### config.mk
export PLATFORM = sky130hd
export DESIGN_NAME = vga_scaled_timing_gen
export DESIGN_NICKNAME = d
export VERILOG_FILES = /design/src/rtl/vga_pkg.sv /design/src/rtl/vga_axis_counter.sv /design/src/rtl/vga_scaled_timing_gen.sv
export SDC_FILE = /design/constraint.sdc
export NUM_CORES = 1
export LEC_CHECK = 0
export BUFFER_PORTS_ARGS = -buffer_cell sky130_fd_sc_hd__buf_2
export CAP_MARGIN = 15
export CORE_ASPECT_RATIO = 2
export CORE_MARGIN = 2
export CORE_UTILIZATION = 58
export DETAILED_ROUTE_END_ITERATION = 8
export GPL_ROUTABILITY_DRIVEN = 0
export PLACE_DENSITY = 0.91
export RECOVER_POWER = 25
export SYNTH_ARGS = -nofsm -noshare
export SYNTH_HDL_FRONTEND = slang
export SYNTH_HIERARCHICAL = 1
export SYNTH_SLANG_ARGS = --single-unit
### constraint.sdc
create_clock -name clk -period 5.4 [get_ports clk]
set_input_delay 0.54 -clock clk [delete_from_list [all_inputs] [get_ports clk]]
set_output_delay 0.54 -clock clk [all_outputs]
set_load 0.02 [all_outputs]
### src/rtl/vga_pkg.sv
// Shared types for the scaled VGA timing generator: per-axis timing description,
// pixel colour struct, controller states and the standard 640x480@60 timing.
package vga_pkg;

    typedef struct packed {
        int active;
        int fp;
        int sync;
        int bp;
    } vga_timing_t;

    localparam int VGA_COLOR_W = 8;

    typedef struct packed {
        logic [VGA_COLOR_W-1:0] r;
        logic [VGA_COLOR_W-1:0] g;
        logic [VGA_COLOR_W-1:0] b;
    } rgb_t;

    typedef enum logic [1:0] {
        ST_IDLE   = 2'd0,
        ST_RUN    = 2'd1,
        ST_FINISH = 2'd2
    } vga_state_t;

    localparam vga_timing_t VGA_640_H = '{active: 640, fp: 16, sync: 96, bp: 48};
    localparam vga_timing_t VGA_480_V = '{active: 480, fp: 10, sync: 2,  bp: 33};

    function automatic int vga_total(input vga_timing_t t);
        return t.active + t.fp + t.sync + t.bp;
    endfunction

endpackage

### src/rtl/vga_axis_counter.sv
// One timing axis: counts 0..total-1 on each step and decodes the active and
// sync regions (region order: active, front porch, sync, back porch).
module vga_axis_counter
    import vga_pkg::*;
#(
    parameter vga_timing_t T     = VGA_640_H,
    parameter int          CNT_W = $clog2(vga_total(T))
) (
    input  logic             clk,
    input  logic             rst_n,
    input  logic             i_step,
    output logic [CNT_W-1:0] o_count,
    output logic             o_wrap,
    output logic             o_active,
    output logic             o_sync
);

    localparam logic [CNT_W-1:0] LAST     = CNT_W'(vga_total(T) - 1);
    localparam logic [CNT_W-1:0] ACT_END  = CNT_W'(T.active);
    localparam logic [CNT_W-1:0] SYNC_BEG = CNT_W'(T.active + T.fp);
    localparam logic [CNT_W-1:0] SYNC_END = CNT_W'(T.active + T.fp + T.sync);

    logic [CNT_W-1:0] r_count;

    always_ff @(posedge clk) begin
        if (!rst_n) begin
            r_count <= '0;
        end else if (i_step) begin
            r_count <= (r_count == LAST) ? '0 : r_count + 1'b1;
        end
    end

    assign o_count  = r_count;
    assign o_wrap   = (r_count == LAST);
    assign o_active = (r_count < ACT_END);
    assign o_sync   = (r_count >= SYNC_BEG) && (r_count < SYNC_END);

endmodule

### src/rtl/vga_scaled_timing_gen.sv
// VGA timing generator with run-time 1x/2x/4x pixel replication from a synchronous
// frame memory; all pins sit two clocks behind the h/v counters.
module vga_scaled_timing_gen
    import vga_pkg::*;
#(
    parameter int H_ACTIVE       = VGA_640_H.active,
    parameter int H_FP           = VGA_640_H.fp,
    parameter int H_SYNC         = VGA_640_H.sync,
    parameter int H_BP           = VGA_640_H.bp,
    parameter int V_ACTIVE       = VGA_480_V.active,
    parameter int V_FP           = VGA_480_V.fp,
    parameter int V_SYNC         = VGA_480_V.sync,
    parameter int V_BP           = VGA_480_V.bp,
    parameter bit HS_POL         = 1'b0,
    parameter bit VS_POL         = 1'b0,
    parameter int COLOR_W        = VGA_COLOR_W,
    parameter int ADDR_W         = 19,
    parameter int MAX_SCALE_LOG2 = 2
) (
    input  logic                 clk,
    input  logic                 rst_n,
    input  logic                 enable,
    input  logic [1:0]           scale_log2,
    input  logic [15:0]          frames_req,
    output logic                 pix_rd,
    output logic [ADDR_W-1:0]    pix_addr,
    input  logic [3*COLOR_W-1:0] pix_data,
    output logic                 Hsync,
    output logic                 Vsync,
    output logic [COLOR_W-1:0]   R,
    output logic [COLOR_W-1:0]   G,
    output logic [COLOR_W-1:0]   B,
    output logic                 de,
    output logic                 frame_start,
    output logic                 DONE
);

    localparam vga_timing_t H_T = '{active: H_ACTIVE, fp: H_FP, sync: H_SYNC, bp: H_BP};
    localparam vga_timing_t V_T = '{active: V_ACTIVE, fp: V_FP, sync: V_SYNC, bp: V_BP};
    localparam int H_W = $clog2(vga_total(H_T));
    localparam int V_W = $clog2(vga_total(V_T));
    localparam logic [1:0]        MAX_S   = 2'(MAX_SCALE_LOG2);
    localparam logic [ADDR_W-1:0] H_ACT_A = ADDR_W'(H_ACTIVE);

    vga_state_t        r_state;
    logic [1:0]        r_scale;
    logic [15:0]       r_freq;
    logic [15:0]       r_frames;
    logic [ADDR_W-1:0] r_row_base;

    logic              w_run;
    logic              w_h_wrap;
    logic              w_h_act;
    logic              w_h_sync;
    logic              w_v_step;
    logic              w_v_wrap;
    logic              w_v_act;
    logic              w_v_sync;
    logic              w_frame_end;
    logic              w_pix_act;
    logic              w_row_end;
    logic [H_W-1:0]    w_h;
    logic [V_W-1:0]    w_v;
    logic [1:0]        w_scale_in;
    logic [V_W-1:0]    w_vmask;
    logic [ADDR_W-1:0] w_row_step;
    logic [ADDR_W-1:0] w_addr;

    logic              r_rd_p1;
    logic [ADDR_W-1:0] r_addr_p1;
    logic              r_act_p1;
    logic              r_hs_p1;
    logic              r_vs_p1;
    logic              r_fs_p1;
    logic              r_fin_p1;

    logic              r_de_p2;
    logic              r_hs_p2;
    logic              r_vs_p2;
    logic              r_fs_p2;
    logic              r_done_p2;

    vga_axis_counter #(.T(H_T), .CNT_W(H_W)) u_h_cnt (
        .clk      (clk),
        .rst_n    (rst_n),
        .i_step   (w_run),
        .o_count  (w_h),
        .o_wrap   (w_h_wrap),
        .o_active (w_h_act),
        .o_sync   (w_h_sync)
    );

    vga_axis_counter #(.T(V_T), .CNT_W(V_W)) u_v_cnt (
        .clk      (clk),
        .rst_n    (rst_n),
        .i_step   (w_v_step),
        .o_count  (w_v),
        .o_wrap   (w_v_wrap),
        .o_active (w_v_act),
        .o_sync   (w_v_sync)
    );

    assign w_run       = (r_state == ST_RUN);
    assign w_v_step    = w_run && w_h_wrap;
    assign w_frame_end = w_run && w_h_wrap && w_v_wrap;
    assign w_pix_act   = w_run && w_h_act && w_v_act;
    assign w_scale_in  = (scale_log2 > MAX_S) ? MAX_S : scale_log2;

    // Address = row_base + (h >> s); row_base steps by the scaled line width
    // once every 2^s lines, so no multiplier is needed.
    assign w_row_step  = H_ACT_A >> r_scale;
    assign w_vmask     = V_W'((32'd1 << r_scale) - 32'd1);
    assign w_row_end   = ((w_v & w_vmask) == w_vmask);
    assign w_addr      = r_row_base + (ADDR_W'(w_h) >> r_scale);

    always_ff @(posedge clk) begin
        if (!rst_n) begin
            r_state    <= ST_IDLE;
            r_scale    <= '0;
            r_freq     <= '0;
            r_frames   <= '0;
            r_row_base <= '0;
        end else begin
            case (r_state)
                ST_IDLE: begin
                    r_scale    <= w_scale_in;
                    r_freq     <= frames_req;
                    r_row_base <= '0;
                    if (enable && !r_done_p2) begin
                        r_state <= ST_RUN;
                    end
                end
                ST_RUN: begin
                    if (w_h_wrap) begin
                        if (w_v_wrap) begin
                            r_row_base <= '0;
                        end else if (w_v_act && w_row_end) begin
                            r_row_base <= r_row_base + w_row_step;
                        end
                    end
                    if (w_frame_end) begin
                        r_frames <= r_frames + 16'd1;
                        if ((r_freq != 16'd0) && ((r_frames + 16'd1) == r_freq)) begin
                            r_state <= ST_FINISH;
                        end else if (enable) begin
                            r_scale <= w_scale_in;
                            r_freq  <= frames_req;
                        end else begin
                            r_state <= ST_IDLE;
                        end
                    end
                end
                ST_FINISH: begin
                    r_state <= ST_FINISH;
                end
                default: begin
                    r_state <= ST_IDLE;
                end
            endcase
        end
    end

    // ---- stage p1: memory request and delayed timing flags ----
    always_ff @(posedge clk) begin
        if (!rst_n) begin
            r_rd_p1   <= 1'b0;
            r_addr_p1 <= '0;
            r_act_p1  <= 1'b0;
            r_hs_p1   <= 1'b0;
            r_vs_p1   <= 1'b0;
            r_fs_p1   <= 1'b0;
            r_fin_p1  <= 1'b0;
        end else begin
            r_rd_p1  <= w_pix_act;
            if (w_pix_act) begin
                r_addr_p1 <= w_addr;
            end
            r_act_p1 <= w_pix_act;
            r_hs_p1  <= w_run && w_h_sync;
            r_vs_p1  <= w_run && w_v_sync;
            r_fs_p1  <= w_run && (w_h == '0) && (w_v == '0);
            r_fin_p1 <= (r_state == ST_FINISH);
        end
    end

    // ---- stage p2: pins, aligned with the memory read data ----
    always_ff @(posedge clk) begin
        if (!rst_n) begin
            r_de_p2   <= 1'b0;
            r_hs_p2   <= !HS_POL;
            r_vs_p2   <= !VS_POL;
            r_fs_p2   <= 1'b0;
            r_done_p2 <= 1'b0;
        end else begin
            r_de_p2   <= r_act_p1;
            r_hs_p2   <= r_hs_p1 ? HS_POL : !HS_POL;
            r_vs_p2   <= r_vs_p1 ? VS_POL : !VS_POL;
            r_fs_p2   <= r_fs_p1;
            r_done_p2 <= r_done_p2 | r_fin_p1;
        end
    end

    // The memory's output register already provides the stage-2 flop for colour;
    // gating it with de keeps blanking black without adding a third clock.
    assign {R, G, B}   = r_de_p2 ? pix_data : '0;
    assign pix_rd      = r_rd_p1;
    assign pix_addr    = r_addr_p1;
    assign de          = r_de_p2;
    assign Hsync       = r_hs_p2;
    assign Vsync       = r_vs_p2;
    assign frame_start = r_fs_p2;
    assign DONE        = r_done_p2;

endmodule

# Yosys cells after proc, flatten, opt, wreduce, memory -nomap -nowiden
# Cells that the tools add are included.
# op_classes
addsub	6
multipliers	0
n_div	0
n_lt_le_gt_ge	7
eq_ne	13
n_shift	3
mux	23
n_bitwise	2
reduce_logical	23
# op_table
cell	n
19-bit 2-to-1 mux	3
16-bit 2-to-1 mux	3
19-bit adder	2
19-bit one-hot mux with 2 select lines	1
16-bit one-hot mux with 2 select lines	1
24-bit 2-to-1 mux	1
10-bit by 1-bit adder with 10-bit output, second input constant	2
10-bit == test, second input constant	2
10-bit logical NOT	2
10-bit < comparator, second input constant	2
10-bit by 9-bit < comparator with 1-bit output, second input constant	2
10-bit 2-to-1 mux	2
10-bit by 2-bit right shift with 19-bit output	1
10-bit by 2-bit right shift with 19-bit output, first input constant	1
16-bit by 1-bit adder with 16-bit output, second input constant	1
16-bit == test	1
2-bit 2-to-1 mux	8
16-bit nonzero test	1
1-bit logical AND	13
10-bit AND	1
10-bit == test	1
10-bit >= comparator, second input constant	1
10-bit by 9-bit >= comparator with 1-bit output, second input constant	1
1-bit by 2-bit << shifter with 10-bit output, first input constant	1
other kinds (18)	23
# word_totals
register_bits	104
latch_bits	0
ram_bits	0
mem_bits_ro	0
in_bits	45
wordCells	95
n_memories	0

# Depth between registers and ports, before layout
# logic_depth
depth_word	9
depth_mapped	15

# Hierarchy
# The synthesis kept the hierarchy.
# modules_own_cells
mod	instances	cells_per_inst	area_per_inst_um2	seq_area_each_um2
vga_scaled_timing_gen	1	574	4569.4	1601.5
vga_axis_counter at u_h_cnt	1	63	554.3	200.2
vga_axis_counter at u_v_cnt	1	59	518.0	200.2

# Worst setup path after synthesis
# OpenSTA, ideal clock, no wires.
# synth_path
path_kind	reg2reg
start	register r_scale[1]
end	register r_row_base[14]
setup_time_ns	0.070
t_arrival_ns	3.039
path_slack_ns	2.290
stages_incl_launch_ff	16
path_buffers	2
period_less_slack_ns	3.110
path_cell_list	dfxtp_1 -> clkbuf_1 -> buf_1 -> nand2_1 -> inv_1 -> ha_1 -> inv_1 -> fa_1 -> nor2b_1 -> o21ai_0 -> a21oi_1 -> o21ai_0 -> nand2b_1 -> nand3_1 -> or4_1 -> a21oi_1
# synth_via
elab_chain_cells	7
word_cells_on_any_way	13
classes_between	2 x add/sub; 2 x eq/ne; 2 x shift; 4 x mux; 1 x bitwise; 2 x reduce/logical
# synth_rtl
element	line	text
from (decl)	vga_scaled_timing_gen.sv:46	logic [1:0] r_scale;
from (signal assigned)	vga_scaled_timing_gen.sv:126	r_scale <= w_scale_in;
from (signal assigned)	vga_scaled_timing_gen.sv:146	r_scale <= w_scale_in;
1-bit by 2-bit << shifter with 10-bit output	vga_scaled_timing_gen.sv:112	assign w_vmask = V_W'((32'd1 << r_scale) - 32'd1);
10-bit by 1-bit subtractor with 10-bit output	vga_scaled_timing_gen.sv:112	
10-bit AND	vga_scaled_timing_gen.sv:113	assign w_row_end = ((w_v & w_vmask) == w_vmask);
10-bit == test	vga_scaled_timing_gen.sv:113	
1-bit logical AND	vga_scaled_timing_gen.sv:137	end else if (w_v_act && w_row_end) begin
3-bit by 1-bit inequality test with 1-bit output (no line)	-	
3-bit AND reduction (no line)	-	
to (signal assigned)	vga_scaled_timing_gen.sv:138	r_row_base <= r_row_base + w_row_step;
to (decl)	vga_scaled_timing_gen.sv:49	logic [ADDR_W-1:0] r_row_base;
# Parallel ways exist; a longest one is shown, timed or not. The select of a mux whose other input is x is not followed.
# A chain may end at the register's enable or synchronous reset.

# Final worst setup path
# layout_path
start	input rst_n
end	register r_addr_p1[15] (netlist: pix_addr[15])
# layout_rtl
element	line	text
from (decl)	vga_scaled_timing_gen.sv:21	input logic rst_n,
to (signal assigned)	vga_scaled_timing_gen.sv:176	r_addr_p1 <= w_addr;
to (decl)	vga_scaled_timing_gen.sv:70	logic [ADDR_W-1:0] r_addr_p1;
# No word-level cell between the ends.

==> flow_summary_export.csv <==
group,metric,value,unit
critical_path,startpoint,"rst_n",
routing,detailroute.via_count,5313,
routing,drt_iter0_drc,448,
synth,synth_edf_count,0,
cells_and_area,n_antenna_cell,0,
sta,slew_violations,96,
floorplan,die_h,143.5,µm
floorplan,pin_count,94,
routing,drtPass1Iterations,5,
power_and_ir_drop,p_leak,2.495,nW
critical_path,crit_required,5.64,ns
sta,skew,0.007264,ns
global_routing,grt_pass1_wl,21740,µm
placed_design,port_buffers,93,
power_and_ir_drop,p_per_area,261.3,nW/µm²
clock_tree,cts_tree,"built",
global_routing,grt_use_total,25.53,%
floorplan,die_width,73.74,µm
global_routing,grt_antenna_before_repair,0,
global_routing,grt.busiest_layer,"met2",
placed_design,dp_slack,1.999,ns
global_routing,grt_pass1_vias,4820,
clock_tree,cts.sinks,100,
synth,synthTopCellsByArea,"dfxtp_1, xnor2_1, nand2_1",
routing,drc_errors,0,
floorplan,std_cell_rows,51,
clock_tree,clockRootBuffer,"clkbuf_16",
synth,yosys_warnings,6,
synth,synth_seq_cells,100,
routing,vias_per_cell,6.031,
hold_path,hold_depth,1,
synth,yosysTopAreaCellShare,35.48,%
sta,setup_viol,0,
critical_path,crit_path_start_kind,"input pin",
synth,synthArstFlopShare,0,%
global_routing,grt_max_degree,53,
floorplan,coreArea,9572,µm²
global_routing,grtUsageMet1,32.89,%
synth,syn_avg_cell_area,8.106,µm²
clock_tree,clockBufferDepth,2,
clock_tree,path_clk_slew,0.07,ns
placed_design,hpwlAfterDp,9527,µm
clock_tree,h-tree-depth,3,
synth,synth.most_common_cell,"dfxtp_1",
critical_path,cp-end-kind,"flop",
floorplan,dieArea,10580,µm²
sta,tightestPinTransition,2.234,ns
routing,ant_nets,0,
sta,setup_tns,0,ns
global_routing,globalRoute.totalOverflow,0,
synth,ys_types,63,
synth,synth-seq-area-share,35.48,%
global_routing,met2_usage,41.26,%
cells_and_area,syn2layout_area_growth,13.37,%
clock_tree,cts_hold_buf,0,
clock_tree,cts_setup_buffers,0,
power_and_ir_drop,peakVddDrop,0.2234,mV
critical_path,r2r.worst_path.cells,13,
sta,setup_slack,1.703,ns
synth,synth_area,5642,µm²
cells_and_area,final_core_util,66.82,%
sta,fmax,270.5,MHz
outcome,violations,"max-capacitance violations, max-slew violations",
critical_path,cp.arrival,3.93,ns
sta,min_period,3.697,ns
hold_path,min-delay-start,"r_hs_p1$_SDFF_PN0_",
critical_path,crit_type,"in -> reg",
routing,wl_per_cell,15.42,µm
synth,yosys.area.top_type,"dfxtp_1",
synth,synth.net_count,762,
global_routing,met3_usage,2.735,%
clock_tree,cts-buffers-inserted,9,
synth,synth_flop_cell,"dfxtp_1",
sta,fin_crit_sh,68.46,%
critical_path,worstPathMaxFanout,52,
outcome,status,"finished with violations",
cells_and_area,layout.nets,836,
run,cap_violations,2,
routing,drt-total-wl,13590,µm
critical_path,r2r_start,"r_scale[1]$_SDFFE_PN0P_",
synth,synth_common_cells,"dfxtp_1, nand2_1, nor2_1",
sta,slew_headroom,-48.91,%
sta,rsz0062_at_grt,"no",
hold_path,hold_class,"reg -> reg",
clock_tree,cts_resized,0,
synth,syn_inst,696,
floorplan,start_util,58.94,%
sta,hold_viol_final,0,
cells_and_area,drive_above_1_share,12.90,%
clock_tree,insertion_delay,0.35,ns
-- flip-flops by register name, summed over array words and instances, names as in the netlist --
signal and count:
DONE 1, Hsync 1, Vsync 1, de 1, frame_start 1, pix_addr 19
r_act_p1 1, r_fin_p1 1, r_frames 16, r_freq 16, r_fs_p1 1, r_hs_p1 1
r_row_base 15, r_scale 2, r_state 2, r_vs_p1 1, u_h_cnt/o_count 10, u_v_cnt/o_count 10
-- power by group --
group          switching [mW]  internal [mW]
registers              0.0281          0.761
logic                   0.109         0.0742
clock network           0.279          0.420
-- worst max-delay path, stage by stage --
cell      delay, ns
buf_2          0.07
clkbuf_1       1.58
clkinv_1       0.36
clkbuf_1       0.86
a311oi_1       0.49
-- placed cells by master, fill, tap and decap left out, drive strengths merged, types with 25 or more instances in the layout --
master and count:
nand3 37, a21oi 48, and2 29, o21ai 46
nand2 69, inv 25, clkbuf 39, nor2 56
dfxtp 100, xor2 26, buf 68, xnor2 34
-- layer usage --
metal	wire length, µm	part of all wire (%)
met3	659	4.9
met4	449	3.3
met2	6636	49
met1	5841	43
met5	0	0
-- through the flow --
| stage | std cells | instance area [µm²] | hold slack (ns) | total power, mW |
|---|---|---|---|---|
| after global placement | 865 | 6108 | 0.3477 | 0.9794 |
| after global routing | 881 | 6396 | 0.3807 | 1.724 |
| final | 881 | 6396 | 0.3645 | 1.671 |
| after CTS | 881 | 6436 | 0.3651 | 1.680 |
| after detailed placement | 865 | 6108 | 0.3490 | 0.9865 |
| after floorplan | 696 | 5642 | 0.3434 | 0.9304 |
-- cell type report --
type / instances / area (µm²)
Clock buffer: 11 / 242.7
Clock inverter: 5 / 85.08
Fill cell: 763 / 3176
Inverter: 27 / 101.3
Multi-Input combinational cell: 536 / 3385
Sequential cell: 100 / 2002
Tap cell: 106 / 132.6
Timing Repair Buffer: 96 / 447.9
-- kinds of logic after synthesis --
group | after synthesis | share of synthesized area, %
simple gates | 304 | 28.25
compound gates | 140 | 15.33
flops | 100 | 35.48
xor+xnor | 60 | 9.315
buf+inv | 60 | 4.524
fa+ha+maj | 21 | 4.790
mux | 10 | 2.240
other cells | 1 | 0.06647
-- path summary, 6_finish.rpt --
check,endpoint,slack [ns]
hold reg to reg,Hsync$_SDFF_PN1_,0.36
hold / removal,Hsync$_SDFF_PN1_,0.36
setup reg to reg,r_row_base[14]$_SDFFE_PN0P_,1.89
setup / recovery,pix_addr[15]$_SDFFE_PN0P_,1.70
No activity file was read; power rests on OpenSTA's default activity.
